## src/rtl/axi4_lite_cmd_master.sv

```systemverilog
// AXI4-Lite master that converts single-beat write/read command pulses into one
// outstanding AXI4-Lite transaction at a time, with a saturating timeout watchdog.
module axi4_lite_cmd_master #(
    parameter int AXI_DATA_WIDTH_P = 32,
    parameter int AXI_ADDR_WIDTH_P = 32,
    parameter int TIMEOUT_CYCLES_P = 1024
) (
    input  logic                          clk,
    input  logic                          rst_n,
    // command side
    input  logic                          cmd_write,
    input  logic                          cmd_read,
    input  logic [AXI_ADDR_WIDTH_P-1:0]   cmd_addr,
    input  logic [AXI_DATA_WIDTH_P-1:0]   cmd_wdata,
    input  logic [AXI_DATA_WIDTH_P/8-1:0] cmd_wstrb,
    output logic                          cmd_busy,
    output logic                          cmd_dropped,
    output logic                          rsp_valid,
    output logic [AXI_DATA_WIDTH_P-1:0]   rsp_rdata,
    output logic [1:0]                    rsp_resp,
    output logic                          rsp_timeout,
    // AW channel
    output logic [AXI_ADDR_WIDTH_P-1:0]   awaddr,
    output logic                          awvalid,
    input  logic                          awready,
    // W channel
    output logic [AXI_DATA_WIDTH_P-1:0]   wdata,
    output logic [AXI_DATA_WIDTH_P/8-1:0] wstrb,
    output logic                          wvalid,
    input  logic                          wready,
    // B channel
    input  logic [1:0]                    bresp,
    input  logic                          bvalid,
    output logic                          bready,
    // AR channel
    output logic [AXI_ADDR_WIDTH_P-1:0]   araddr,
    output logic                          arvalid,
    input  logic                          arready,
    // R channel
    input  logic [AXI_DATA_WIDTH_P-1:0]   rdata,
    input  logic [1:0]                    rresp,
    input  logic                          rvalid,
    output logic                          rready,
    // FSM state for debug/checkers: 0 IDLE, 1 WRITE, 2 WRITE_RESP, 3 READ_ADDR, 4 READ_DATA
    output logic [2:0]                    dbg_state
);

    // Handshakes: a transfer happens on any rising clk edge where valid && ready.
    // This master never waits for a ready before raising its own valid, and once
    // a valid is raised it and its payload stay put until that transfer happens
    // (or the watchdog aborts the whole transaction).

    localparam int CNT_W     = $clog2(TIMEOUT_CYCLES_P + 1) + 1;
    localparam int WDOG_LAST = (TIMEOUT_CYCLES_P > 0) ? TIMEOUT_CYCLES_P - 1 : 0;

    typedef enum logic [2:0] {
        IDLE       = 3'd0,
        WRITE      = 3'd1,
        WRITE_RESP = 3'd2,
        READ_ADDR  = 3'd3,
        READ_DATA  = 3'd4
    } state_t;

    state_t                        state_q, state_d;
    logic [CNT_W-1:0]              wdog_cnt;
    logic                          done_q;
    logic [AXI_DATA_WIDTH_P-1:0]   cap_rdata;
    logic [1:0]                    cap_resp;

    logic aw_hs, w_hs, b_hs, ar_hs, r_hs;
    logic accept_wr, accept_rd, drop, wr_both_done, timeout_hit, finish;

    assign cmd_busy  = (state_q != IDLE);
    assign dbg_state = state_q;

    always_comb begin
        aw_hs        = awvalid & awready;
        w_hs         = wvalid & wready;
        b_hs         = bvalid & bready;
        ar_hs        = arvalid & arready;
        r_hs         = rvalid & rready;
        accept_wr    = (state_q == IDLE) & cmd_write;
        accept_rd    = (state_q == IDLE) & cmd_read & ~cmd_write;
        drop         = (state_q == IDLE) ? (cmd_write & cmd_read) : (cmd_write | cmd_read);
        wr_both_done = (~awvalid | aw_hs) & (~wvalid | w_hs);
        // A completed handshake (done_q) always takes priority over the watchdog.
        timeout_hit  = (TIMEOUT_CYCLES_P != 0) && (state_q != IDLE) && !done_q &&
                       (wdog_cnt >= CNT_W'(WDOG_LAST));
    end

    always_comb begin
        state_d = state_q;
        finish  = 1'b0;
        case (state_q)
            IDLE: begin
                if (accept_wr)      state_d = WRITE;
                else if (accept_rd) state_d = READ_ADDR;
            end
            WRITE: begin
                if (timeout_hit)       state_d = IDLE;
                else if (wr_both_done) state_d = WRITE_RESP;
            end
            WRITE_RESP: begin
                if (done_q) begin
                    state_d = IDLE;
                    finish  = 1'b1;
                end else if (timeout_hit) begin
                    state_d = IDLE;
                end
            end
            READ_ADDR: begin
                if (timeout_hit) state_d = IDLE;
                else if (ar_hs)  state_d = READ_DATA;
            end
            READ_DATA: begin
                if (done_q) begin
                    state_d = IDLE;
                    finish  = 1'b1;
                end else if (timeout_hit) begin
                    state_d = IDLE;
                end
            end
            default: state_d = IDLE;
        endcase
    end

    always_ff @(posedge clk or negedge rst_n) begin
        if (!rst_n) state_q <= IDLE;
        else        state_q <= state_d;
    end

    always_ff @(posedge clk or negedge rst_n) begin
        if (!rst_n) begin
            awaddr      <= '0;
            awvalid     <= 1'b0;
            wdata       <= '0;
            wstrb       <= '0;
            wvalid      <= 1'b0;
            bready      <= 1'b0;
            araddr      <= '0;
            arvalid     <= 1'b0;
            rready      <= 1'b0;
            cmd_dropped <= 1'b0;
            rsp_valid   <= 1'b0;
            rsp_rdata   <= '0;
            rsp_resp    <= 2'b00;
            rsp_timeout <= 1'b0;
            done_q      <= 1'b0;
            cap_rdata   <= '0;
            cap_resp    <= 2'b00;
            wdog_cnt    <= '0;
        end else begin
            rsp_valid   <= 1'b0;
            cmd_dropped <= drop;

            if (accept_wr) begin
                awaddr  <= cmd_addr;
                wdata   <= cmd_wdata;
                wstrb   <= cmd_wstrb;
                awvalid <= 1'b1;
                wvalid  <= 1'b1;
            end
            if (accept_rd) begin
                araddr  <= cmd_addr;
                arvalid <= 1'b1;
            end

            if (aw_hs) awvalid <= 1'b0;
            if (w_hs)  wvalid  <= 1'b0;
            if ((state_q == WRITE) && wr_both_done) bready <= 1'b1;
            if (b_hs) begin
                bready    <= 1'b0;
                done_q    <= 1'b1;
                cap_resp  <= bresp;
                cap_rdata <= '0;
            end

            if (ar_hs) begin
                arvalid <= 1'b0;
                rready  <= 1'b1;
            end
            if (r_hs) begin
                rready    <= 1'b0;
                done_q    <= 1'b1;
                cap_resp  <= rresp;
                cap_rdata <= rdata;
            end

            // Response fields only change together with a rsp_valid pulse.
            if (finish) begin
                done_q      <= 1'b0;
                rsp_valid   <= 1'b1;
                rsp_rdata   <= cap_rdata;
                rsp_resp    <= cap_resp;
                rsp_timeout <= 1'b0;
            end

            if (timeout_hit) begin
                awvalid     <= 1'b0;
                wvalid      <= 1'b0;
                bready      <= 1'b0;
                arvalid     <= 1'b0;
                rready      <= 1'b0;
                done_q      <= 1'b0;
                rsp_valid   <= 1'b1;
                rsp_rdata   <= '0;
                rsp_resp    <= 2'b10;
                rsp_timeout <= 1'b1;
            end

            if (accept_wr || accept_rd)
                wdog_cnt <= '0;
            else if ((state_q != IDLE) && (wdog_cnt != {CNT_W{1'b1}}))
                wdog_cnt <= wdog_cnt + 1'b1;
        end
    end

endmodule

```

## config.mk

```make
export PLATFORM = sky130hd
export DESIGN_NAME = axi4_lite_cmd_master
export DESIGN_NICKNAME = d
export VERILOG_FILES = /design/src/rtl/axi4_lite_cmd_master.sv
export SDC_FILE = /design/constraint.sdc
export NUM_CORES = 1
export LEC_CHECK = 0
export ABC_CLOCK_PERIOD_IN_PS = 2050
export CORE_UTILIZATION = 40
export CTS_CLUSTER_SIZE = 12
export DETAILED_ROUTE_END_ITERATION = 16
export PLACE_DENSITY = 0.86
export SLEW_MARGIN = 20
export SYNTH_ARGS = -nofsm -noshare
export SYNTH_HDL_FRONTEND = slang
export SYNTH_SLANG_ARGS = --single-unit
```

## constraint.sdc

```tcl
create_clock -name clk -period 2.05 [get_ports clk]
set_clock_uncertainty 0.15 [all_clocks]
set_input_delay 0.41 -clock clk [delete_from_list [all_inputs] [get_ports clk]]
set_output_delay 0.41 -clock clk [all_outputs]
set_load 0.01 [all_outputs]
```

==> summary.txt, run 1 <==
Clock tree
  • Clock Pin Slew Worst Setup and Hold Paths: 0.07 ns
  • Total CTS buffers: 17
  • CTS tree: yes
  • Clock Sinks: 192
  • Clock root cell: clkbuf_16
  • CTS max path bufs: 2
  • Clock latency on the worst-skew pair: between 0.4 and 0.5 ns
  • H-tree levels: 4

Pwr
  • Peak supply drop: 0.828 mV
  • Leakage power total: 4.96 nW
  • Pwr dens: 1520 nW/um^2

Timing
  • Hold Slack: 0.332 ns
  • Finish-stage setup viols: 0
  • RSZ-0062 raised after global routing: yes
  • Final hold viol count: 0
  • Period utilization: between 90% and 100%
  • Worst Tran Pin Value: 0.400 ns
  • Highest Clock Rate: 494 MHz
  • Setup TNS: 0 ns
  • Min setup slack post-route: 0.0237 ns
  • Final Critical Period: 2.03 ns
  • Relative slew slack: 73.1%
  • Final Slew Violations: 0

Drt
  • DRT antenna net count: 0
  • Routed WL per cell: 18.3 um
  • DRC viols: 0
  • Final wirelength: just over 20000 um
  • Iteration-0 DRC Markers: 227
  • First drt pass iteration count: 4
  • Vias per cell: between 5 and 6
  • DR vias: 5672

Global route
  • Grt ovf: 0
  • Vias in the first global route: 6151
  • Largest net degree at the start of global routing: 51
  • Initial antenna violation count: 0
  • GRT Resource Usage Total: a little over a fifth
  • First-pass GRT wire length: 32300 um

Synth
  • Synthesized Nets: between 600 and 700
  • Cell count after synthesis: 572
  • Seq/Total Area, Yosys: 63.6%
  • Asr flop ratio synth: 100%
  • Mapped Area: 7550 sq um
  • Yosys reg bits: roughly 190
  • Yosys cell types: 44
  • Synth warn: 0
  • EDFF count, synth: 0
  • Avg Inst Size Synth: approximately 13 sq um
  • Top FF cell, synth: dfrtp_1

Run status
  • Status: complete, no violations

Cells and area
  • Antenna Cells: 0
  • Post-route cell area: approximately 11000 sq um
  • NumNets Final: 983
  • Most frequent cells in the layout: clkdlybuf4s50_1, dfrtp_1, mux2_2
  • Area Overhead vs Synth: 52.0%
  • Filler cells: 1362
  • Commonest non-fill, non-tap cell in the layout: clkdlybuf4s50_1
  • Layout cells sized above 1: 23.6%

Die
  • Core ar.: 18200 sq um
  • Horiz. Die Dim: 139 um
  • Initial Utilization: 41.5%
  • Io pins: 259
  • Cell row count: 49
  • Die Height: 139 um
  • Full die area: 19400 sq um

Run
  • Total of max-cap violations: 0

Critical path
  • Maximum fanout along the worst path: 38
  • Crit start category: register
  • Req. time, crit path: approximately 2.2 ns
  • CP Class: register to register
  • Setup crit end kind: register
  • Arrival time at the worst endpoint: 2.19 ns

Hold path
  • Worst hold path type: input port to async pin

Place
  • Number of port buffers: 258
  • Pre-CTS setup slack: 0.00157 ns
  • Gpl congestion: 0.809
  • HPWL after DPL: 14500 um
  • Post-place instance area: 10800 sq um
## logic make-up (layout without fill, tap and decap cells)
group,Yosys count,in the layout,synth area share [%]
xor gates and xnor gates,10,10,1.16
and+or+nand+nor,142,142,8.79
buffers and inverters,35,345,2.45
DFF,192,192,63.6
muxes,107,107,15.9
adders and majority gates,1,1,0.166
AOI/OAI and AO/OA,85,85,7.93
## power breakdown
group	internal [W]	switching, W	leakage (nW)	total [W]
registers	0.00550	0.000951	2.40	0.00645
logic	0.00457	0.00317	2.28	0.00774
clock network	0.00163	0.00160	0.283	0.00322
## stage by stage
| stage | power (W) | cells | util [%] |
|---|---|---|---|
| 2_1_floorplan | 0.00973 | 572 | - |
| 6_report | 0.0174 | 1111 | 63.1 |
| 3_3_place_gp | 0.0138 | 1072 | 59.1 |
| 5_1_grt | 0.0184 | 1111 | 63.1 |
| 3_5_place_dp | 0.0141 | 1072 | 59.1 |
| 4_1_cts | 0.0174 | 1108 | 62.5 |
## layout make-up
type	instances	area, sq um	area share, %
clock inverter	14	155	1.35
sequential	192	4800	41.8
timing repair buffer	309	3170	27.6
tap	229	287	2.50
clock buffer	18	429	3.74
multi-input combinational	345	2620	22.9
inverter	4	17.5	0.153
## metal layers
layer / global-route usage (%) / part of all wire (%) / vias up
li1: - / - / 2593
met1: 24.6 / 38 / 2807
met2: 36.2 / 49 / 241
met3: 8.98 / 10 / 31
met4: 6.96 / 2.0 / 0
met5: 0 / 0 / -
## cells in the mapped netlist, types with 2 or more instances
library cell,number,share of area [%]
dfrtp_1,192,64
mux2_2,104,16
nand2_1,82,4.1
a21oi_1,37,2.5
a22o_1,32,3.7
nor2_1,18,0.89
buf_2,14,0.93
clkbuf_1,9,0.45
nand3_1,9,0.60
xnor2_1,8,0.93
nor3_1,6,0.40
o21ai_0,6,0.40
buf_6,4,0.60
nand2b_1,4,0.33
nand4_1,4,0.33
and2_1,3,0.25
buf_1,3,0.15
inv_1,3,0.15
mux2i_1,3,0.40
nor3_2,3,0.40
a21o_1,2,0.20
and3_1,2,0.17
nor4_1,2,0.17
xor2_1,2,0.23
## timing repair
item,CTS,global route
cloned,0,2
setup buffers,3,1
setup endpoints to repair,5,41
endpoints found under the hold margin,37,0
hold buffers,1,0
resized for setup,6,9
pin swaps,3,5
## flip-flops by register name, summed over array words and instances (netlist names), 2 cells and up
signal     flops
cap_resp       2
awaddr        32
rsp_rdata     32
wdata         32
wdog_cnt      12
araddr        32
rsp_resp       2
dbg_state      3
cap_rdata     32
wstrb          4
## critical path: stages, from the launching register on
cell	delay, ns
dfrtp_1	0.40
ha_2	0.18
and3_4	0.19
a311oi_4	0.35
buf_4	0.19
nor3_4	0.06
buf_12	0.18
nand3b_1	0.17
## final timing paths
kind                                               from                        end  slack (ns)  cells after the start
max in group asynchronous                         rst_n    wdog_cnt[8]$_DFFE_PN0P_        0.83                      3
worst min register to register  cap_resp[0]$_DFFE_PN0P_    cap_resp[0]$_DFFE_PN0P_        0.34                      2
worst max-delay path            wdog_cnt[1]$_DFFE_PN0P_    rsp_resp[1]$_DFFE_PN0N_        0.02                      7
worst max register to register  wdog_cnt[1]$_DFFE_PN0P_    rsp_resp[1]$_DFFE_PN0N_        0.02                      7
worst min-delay path                              rst_n  rsp_rdata[23]$_DFFE_PN0N_        0.33                      2
min in group clk                cap_resp[0]$_DFFE_PN0P_    cap_resp[0]$_DFFE_PN0P_        0.34                      2
Note: power is estimated with default switching activity, not from simulation.
==> run 2: changes to the inputs <==
--- a/config.mk
+++ b/config.mk
@@ -6,10 +6,12 @@
 export NUM_CORES = 1
 export LEC_CHECK = 0
 export ABC_CLOCK_PERIOD_IN_PS = 2050
-export CORE_UTILIZATION = 40
+export CELL_PAD_IN_SITES_DETAIL_PLACEMENT = 1
+export CELL_PAD_IN_SITES_GLOBAL_PLACEMENT = 1
+export CORE_UTILIZATION = 32
 export CTS_CLUSTER_SIZE = 12
 export DETAILED_ROUTE_END_ITERATION = 16
-export PLACE_DENSITY = 0.86
+export PLACE_DENSITY = 0.87
 export SLEW_MARGIN = 20
 export SYNTH_ARGS = -nofsm -noshare
 export SYNTH_HDL_FRONTEND = slang
==> run 2 against run 1 <==
  * Flip-flop and latch count did not move
  * Via count rose by 0.79%
  * First-iteration DRC count rose by 0.44%
  * Routed wire length rose by 14%
  * Worst setup slack got worse by 0.018 ns
  * Critical path depth rose by 1
  * Global-route usage fell by 1.9 points
  * Fmax fell by 0.87%
  * Die area rose by 25%
  * Largest power group unchanged
  * Highest routed layer unchanged
==> summary.txt, run 2 (synthesis gave the netlist of run 1 again) <==
Critical path
  • Worst-path cell chain: ha_2, and3_4, a311oi_4, buf_4, nor3_4, buf_12, clkbuf_16, a21o_1
  • Buffers & Inverters on Critical Path: 3 (+1)
  • Reg2reg start: wdog_cnt[0]$_DFFE_PN0P_
  • Cell depth of the worst setup path: 8 (+1)
  • CP Class: register to register
  • Arrival time at the worst endpoint: 2.21 ns (+0.02 ns)
  • Capture point of the worst reg-to-reg path: rsp_timeout$_DFFE_PN0N_
  • Maximum fanout along the worst path: 13 (-66%)
  • Worst path slowest cell: dfrtp_1
  • Setup crit end kind: register
  • FF-to-FF setup slack: 0.006 ns (-0.02 ns)
  • Crit start category: register
  • Cell family with most CP delay: buffers and inverters
  • Req. time, crit path: 2.22 ns (about the same)
  • R2R cell count: 8 (+1)
  • CP max stage delay: 0.39 ns (about the same)

Die
  • Horiz. Die Dim: 156 um (+12%)
  • Cell row count: 55 (+12%)
  • Core ar.: 22900 sq um (+26%)
  • Die Height: 156 um (+12%)
  • Initial Utilization: 33.0% (-8.5 points)
  • Full die area: 24200 sq um (+25%)
  • Io pins: 259 (unchanged)

Run status
  • Status: complete, no violations

Clock tree
  • H-tree levels: 4 (unchanged)
  • CTS tree: yes
  • Clock Pin Slew Worst Setup and Hold Paths: 0.08 ns (about the same)
  • Clock Sinks: 192 (unchanged)
  • Total CTS buffers: 17 (unchanged)
  • Clock root cell: clkbuf_16
  • Clock latency on the worst-skew pair: 0.42 ns (about the same)
  • CTS max path bufs: 2 (unchanged)

Cells and area
  • Most frequent cells in the layout: clkdlybuf4s50_1, dfrtp_1, mux2_2
  • Layout cells sized above 1: 23.7% (+0.15 points)
  • Antenna Cells: 0 (unchanged)
  • Commonest non-fill, non-tap cell in the layout: clkdlybuf4s50_1
  • Final core occ: 50.7% (-12 points)
  • Post-route cell area: 11600 sq um (+1.2%)
  • Area Overhead vs Synth: 53.8%
  • NumNets Final: 986 (+0.31%)
  • Filler cells: 2329 (+71%)

Place
  • Number of port buffers: 258 (unchanged)
  • Gpl congestion: 0.743 (-8.1%)
  • HPWL after DPL: 16900 um (+16%)
  • Post-place instance area: 10900 sq um (+0.96%)

Timing
  • Finish-stage setup viols: 0 (unchanged)
  • Final Critical Period: 2.04 ns (+0.0178 ns)
  • Worst Tran Pin Value: 0.452 ns (+0.0520 ns)
  • Final Slew Violations: 0 (unchanged)
  • Period utilization: 99.7% (+0.87 points)
  • Final hold viol count: 0 (unchanged)
  • Relative slew slack: 69.9% (-3.2 points)
  • Hold Slack: 0.355 ns (+0.0234 ns)
  • RSZ-0062 raised after global routing: yes
  • Highest Clock Rate: 489 MHz (-0.87%)

Global route
  • GRT Resource Usage Total: 19.5% (-1.9 points)
  • Largest net degree at the start of global routing: 51 (unchanged)
  • Initial antenna violation count: 0 (unchanged)
  • First-pass GRT wire length: 36100 um (+12%)
  • Grt ovf: 0 (unchanged)
  • Vias in the first global route: 6462 (+5.1%)

Drt
  • DRC viols: 0 (unchanged)
  • Vias per cell: 4.77 (-6.5%)
  • Iteration-0 DRC Markers: 228 (+0.44%)
  • Routed WL per cell: 19.3 um (+5.8%)
  • DR vias: 5717 (+0.79%)
  • DRT antenna net count: 0 (unchanged)
  • Final wirelength: 23200 um (+14%)
  • First drt pass iteration count: 4 (unchanged)

Hold path
  • Hold endpoint: cap_rdata[5]$_DFFE_PN0P_
  • Hold depth: 1
  • Worst hold path startpoint: cap_rdata[5]$_DFFE_PN0P_
  • Worst hold path type: register to register

Pwr
  • Pwr dens: 1500 nW/um^2 (-0.78%)
  • Peak supply drop: 0.758 mV (-8.5%)
  • Final Power: 0.0175 W (+0.38%)
  • Leakage power total: 4.97 nW (+0.17%)

Run
  • Total of max-cap violations: 0 (unchanged)
## run 2: per-layer routing
| layer | vias to the layer above | share of wire (%) | track usage, % |
|---|---|---|---|
| met3 | 24 | 8.4 | 7.36 |
| met4 | 0 | 1.4 | 5.04 |
| li1 | 2596 | - | - |
| met1 | 2899 | 39 | 21.9 |
| met2 | 198 | 51 | 34.7 |
| met5 | - | 0 | 0 |
## run 2: power by group
| group | total [W] | switching [W] | internal, W |
|---|---|---|---|
| clock | 0.00329 | 0.00165 | 0.00164 |
| sequential | 0.00650 | 0.000999 | 0.00550 |
| combinational | 0.00770 | 0.00323 | 0.00447 |
| total | 0.0175 | 0.00588 | 0.0116 |
## run 2: final cells by class
class / instances / area, sq um / area share [%]
Clock inverter: 13 / 150 / 1.29
Clock buffer: 19 / 433 / 3.73
Timing Repair Buffer: 312 / 3200 / 27.6
Tap cell: 313 / 392 / 3.37
Sequential cell: 192 / 4800 / 41.4
Inverter: 4 / 17.5 / 0.151
Multi-Input combinational cell: 345 / 2620 / 22.5
## run 2: how the worst max path moves through the flow
| stage | start | endpoint | slack (ns) |
|---|---|---|---|
| after floorplan | wdog_cnt[0]$_DFFE_PN0P_ | dbg_state[1]$_DFFE_PN0P_ | 0.01 |
| after global placement | awready | dbg_state[1]$_DFFE_PN0P_ | 0.01 |
| after detailed placement | wdog_cnt[0]$_DFFE_PN0P_ | dbg_state[1]$_DFFE_PN0P_ | -0.01 |
| after CTS | wdog_cnt[0]$_DFFE_PN0P_ | rsp_rdata[7]$_DFFE_PN0N_ | 0.002 |
| after global routing | wdog_cnt[0]$_DFFE_PN0P_ | rsp_timeout$_DFFE_PN0N_ | -0.06 |
| final | wdog_cnt[0]$_DFFE_PN0P_ | rsp_timeout$_DFFE_PN0N_ | 0.006 |
## run 2: stage by stage
| step | setup slack (ns) | cells | TNS, ns |
|---|---|---|---|
| 2_1_floorplan | 0.0108 | 572 | 0 |
| 3_3_place_gp | 0.0132 | 1154 | 0 |
| 5_1_grt | -0.0629 | 1198 | -0.500 |
| 3_5_place_dp | -0.0124 | 1154 | -0.0304 |
| 4_1_cts | 0.00229 | 1190 | 0 |
| 6_report | 0.00594 | 1198 | 0 |
## run 2: what timing repair did
action                     4_1_cts  5_1_grt
hold buffers                     1        0
hold endpoints to repair        44        0
pin swaps                        2        2
resized for setup                8        8
cloned                           0        1
setup buffers                    3        7
setup endpoints to repair       11       23
## run 2: worst reg2reg max path: cells and delay by family, from the launching register on
family | cells | cell delay [ns]
adder cells (fa/ha/maj) | 1 | 0.19
AO/OA/AOI/OAI | 2 | 0.47
AND/OR/NAND/NOR | 2 | 0.25
flip-flops | 1 | 0.39
buffers and inverters | 3 | 0.50
==> run 3: changes to the inputs <==
--- a/config.mk
+++ b/config.mk
@@ -11,7 +11,7 @@
 export CORE_UTILIZATION = 32
 export CTS_CLUSTER_SIZE = 12
 export DETAILED_ROUTE_END_ITERATION = 16
-export PLACE_DENSITY = 0.87
+export PLACE_DENSITY = 0.86
 export SLEW_MARGIN = 20
 export SYNTH_ARGS = -nofsm -noshare
 export SYNTH_HDL_FRONTEND = slang
==> run 3 against run 2 <==
  * Fmax down 0.20%
  * Utilization up 0.098 points
  * First-iteration DRC count down 2.6%
  * Critical path depth down 2
  * Flip-flop and latch count unchanged
  * Global-route usage up 0.80 points
  * Routed wire length up 4.5%
  * Power up 0.62%
  * Clock power about the same
  * Sequential power about the same
  * Sequential share of layout area down 0.080 points
  * Critical path type unchanged
  * Largest cell class unchanged
  * Highest routed layer unchanged
==> summary.txt, run 3 (synthesis gave the netlist of run 1 again) <==
Global route
  • Initial antenna violation count: 0 (unchanged)
  • GRT Resource Usage Total: 20.3% (+0.80 points)
  • First-pass GRT wire length: 37000 um (+2.4%)
  • Largest net degree at the start of global routing: 63 (+24%)
  • Vias in the first global route: 6521 (+0.91%)
  • Grt ovf: 0 (unchanged)

Critical path
  • Arrival time at the worst endpoint: 2.22 ns (about the same)
  • R2R cell count: 6 (-2)
  • Setup crit end kind: register
  • Maximum fanout along the worst path: 4 (-9)
  • Req. time, crit path: 2.23 ns (about the same)
  • CP max stage delay: 0.39 ns (about the same)
  • Worst path slowest cell: dfrtp_1
  • Worst-path cell chain: ha_2, and3_4, a311oi_4, nand3_1, o311ai_2, mux2_2
  • CP Class: register to register
  • Crit start category: register

Clock tree
  • Clock Pin Slew Worst Setup and Hold Paths: 0.07 ns (about the same)
  • CTS max path bufs: 2 (unchanged)
  • CTS tree: yes
  • Clock root cell: clkbuf_16
  • Total CTS buffers: 17 (unchanged)
  • H-tree levels: 4 (unchanged)
  • Clock latency on the worst-skew pair: 0.44 ns (+0.02 ns)
  • Clock Sinks: 192 (unchanged)

Pwr
  • Final Power: 0.0176 W (+0.62%)
  • Peak supply drop: 0.760 mV (+0.24%)
  • Pwr dens: 1510 nW/um^2 (+0.43%)
  • Leakage power total: 5.00 nW (+0.62%)

Timing
  • RSZ-0062 raised after global routing: yes
  • Hold Slack: 0.285 ns (-0.0703 ns)
  • Highest Clock Rate: 488 MHz (-0.20%)
  • Final Slew Violations: 0 (unchanged)
  • Final Critical Period: 2.05 ns (+0.00418 ns)
  • Relative slew slack: 66.7% (-3.2 points)
  • Final hold viol count: 0 (unchanged)
  • Period utilization: 99.9% (+0.20 points)
  • Finish-stage setup viols: 0 (unchanged)
  • Setup TNS: 0 ns (unchanged)
  • Worst Tran Pin Value: 0.497 ns (+0.0447 ns)

Die
  • Io pins: 259 (unchanged)
  • Die Height: 156 um (unchanged)
  • Cell row count: 55 (unchanged)
  • Horiz. Die Dim: 156 um (unchanged)
  • Core ar.: 22900 sq um (unchanged)
  • Initial Utilization: 33.0% (unchanged)
  • Full die area: 24200 sq um (unchanged)

Drt
  • Final wirelength: 24200 um (+4.5%)
  • First drt pass iteration count: 4 (unchanged)
  • Routed WL per cell: 20.2 um (+4.5%)
  • Iteration-0 DRC Markers: 222 (-2.6%)
  • DRC viols: 0 (unchanged)
  • DR vias: 5766 (+0.86%)
  • DRT antenna net count: 0 (unchanged)
  • Vias per cell: 4.81 (+0.86%)

Cells and area
  • Most frequent cells in the layout: clkdlybuf4s50_1, dfrtp_1, mux2_2
  • Filler cells: 2323 (-0.26%)
  • Layout cells sized above 1: 24.2% (+0.45 points)
  • Antenna Cells: 0 (unchanged)
  • NumNets Final: 987 (+0.10%)
  • Post-route cell area: 11600 sq um (+0.19%)
  • Post-route non-filler standard cell count: 1198 (unchanged)
  • Commonest non-fill, non-tap cell in the layout: clkdlybuf4s50_1
  • Area Overhead vs Synth: 54.1%

Place
  • Placed cell count: 1159 (+0.43%)
  • Gpl congestion: 0.789 (+6.2%)
  • HPWL after DPL: 17500 um (+3.5%)
  • Number of port buffers: 258 (unchanged)
  • Post-place instance area: 10900 sq um (+0.10%)

Run status
  • Status: complete, no violations

Run
  • Total of max-cap violations: 0 (unchanged)

Hold path
  • Worst hold path type: input port to async pin
[run 3: where the power goes]
group / switching, W / internal (W) / leakage, nW
logic: 0.00330 / 0.00453 / 2.32
clock network: 0.00167 / 0.00162 / 0.282
registers: 0.000980 / 0.00550 / 2.40
total: 0.00594 / 0.0116 / 5.00
[run 3: area by class of cell]
class,instances,area [sq um],area share (%)
well taps,313,392,3.36
inverters,4,20.0,0.172
repair buffers,313,3200,27.5
multi-input cells,345,2650,22.8
clock inverters,14,144,1.24
clock buffers,17,425,3.65
flip-flops and latches,192,4800,41.3
[run 3: what timing repair did]
action	CTS	global route
cloned	1	2
endpoints found under the hold margin	24	0
setup endpoints to repair	39	80
pin swaps	4	3
resized for setup	11	17
setup buffers	3	1
hold buffers	1	0
[run 3: path summary, 6_finish.rpt]
path	slack, ns	endpoint	start
max	0.002	dbg_state[1]$_DFFE_PN0P_	wdog_cnt[0]$_DFFE_PN0P_
min	0.28	rsp_rdata[8]$_DFFE_PN0N_	rst_n
min reg2reg	0.35	cap_resp[0]$_DFFE_PN0P_	cap_resp[0]$_DFFE_PN0P_
max in group asynchronous	0.75	rsp_rdata[27]$_DFFE_PN0N_	rst_n
min in group clk	0.35	cap_resp[0]$_DFFE_PN0P_	cap_resp[0]$_DFFE_PN0P_
max reg2reg	0.002	dbg_state[1]$_DFFE_PN0P_	wdog_cnt[0]$_DFFE_PN0P_
[run 3: routing by layer]
metal | track usage [%] | part of all wire, % | vias up
met4 | 5.98 | 1.4 | 0
met3 | 8.69 | 9.6 | 28
li1 | - | - | 2596
met1 | 22.4 | 38 | 2931
met5 | 0 | 0 | -
met2 | 35.4 | 51 | 211
[run 3: worst max-delay path, delay by kind of cell, from the launching register on]
family	cells	cell delay, ns
compound gates	2	0.47
mux	1	0.38
flops	1	0.39
fa+ha+maj	1	0.19
simple gates	2	0.35
[run 3: through the flow]
stage / util, % / setup WS, ns
after global routing: 50.8 / -0.0530
after global placement: 47.5 / 0.0314
after floorplan: - / 0.0108
final: 50.8 / 0.00176
after detailed placement: 47.5 / -0.0799
after CTS: 50.3 / -0.0148
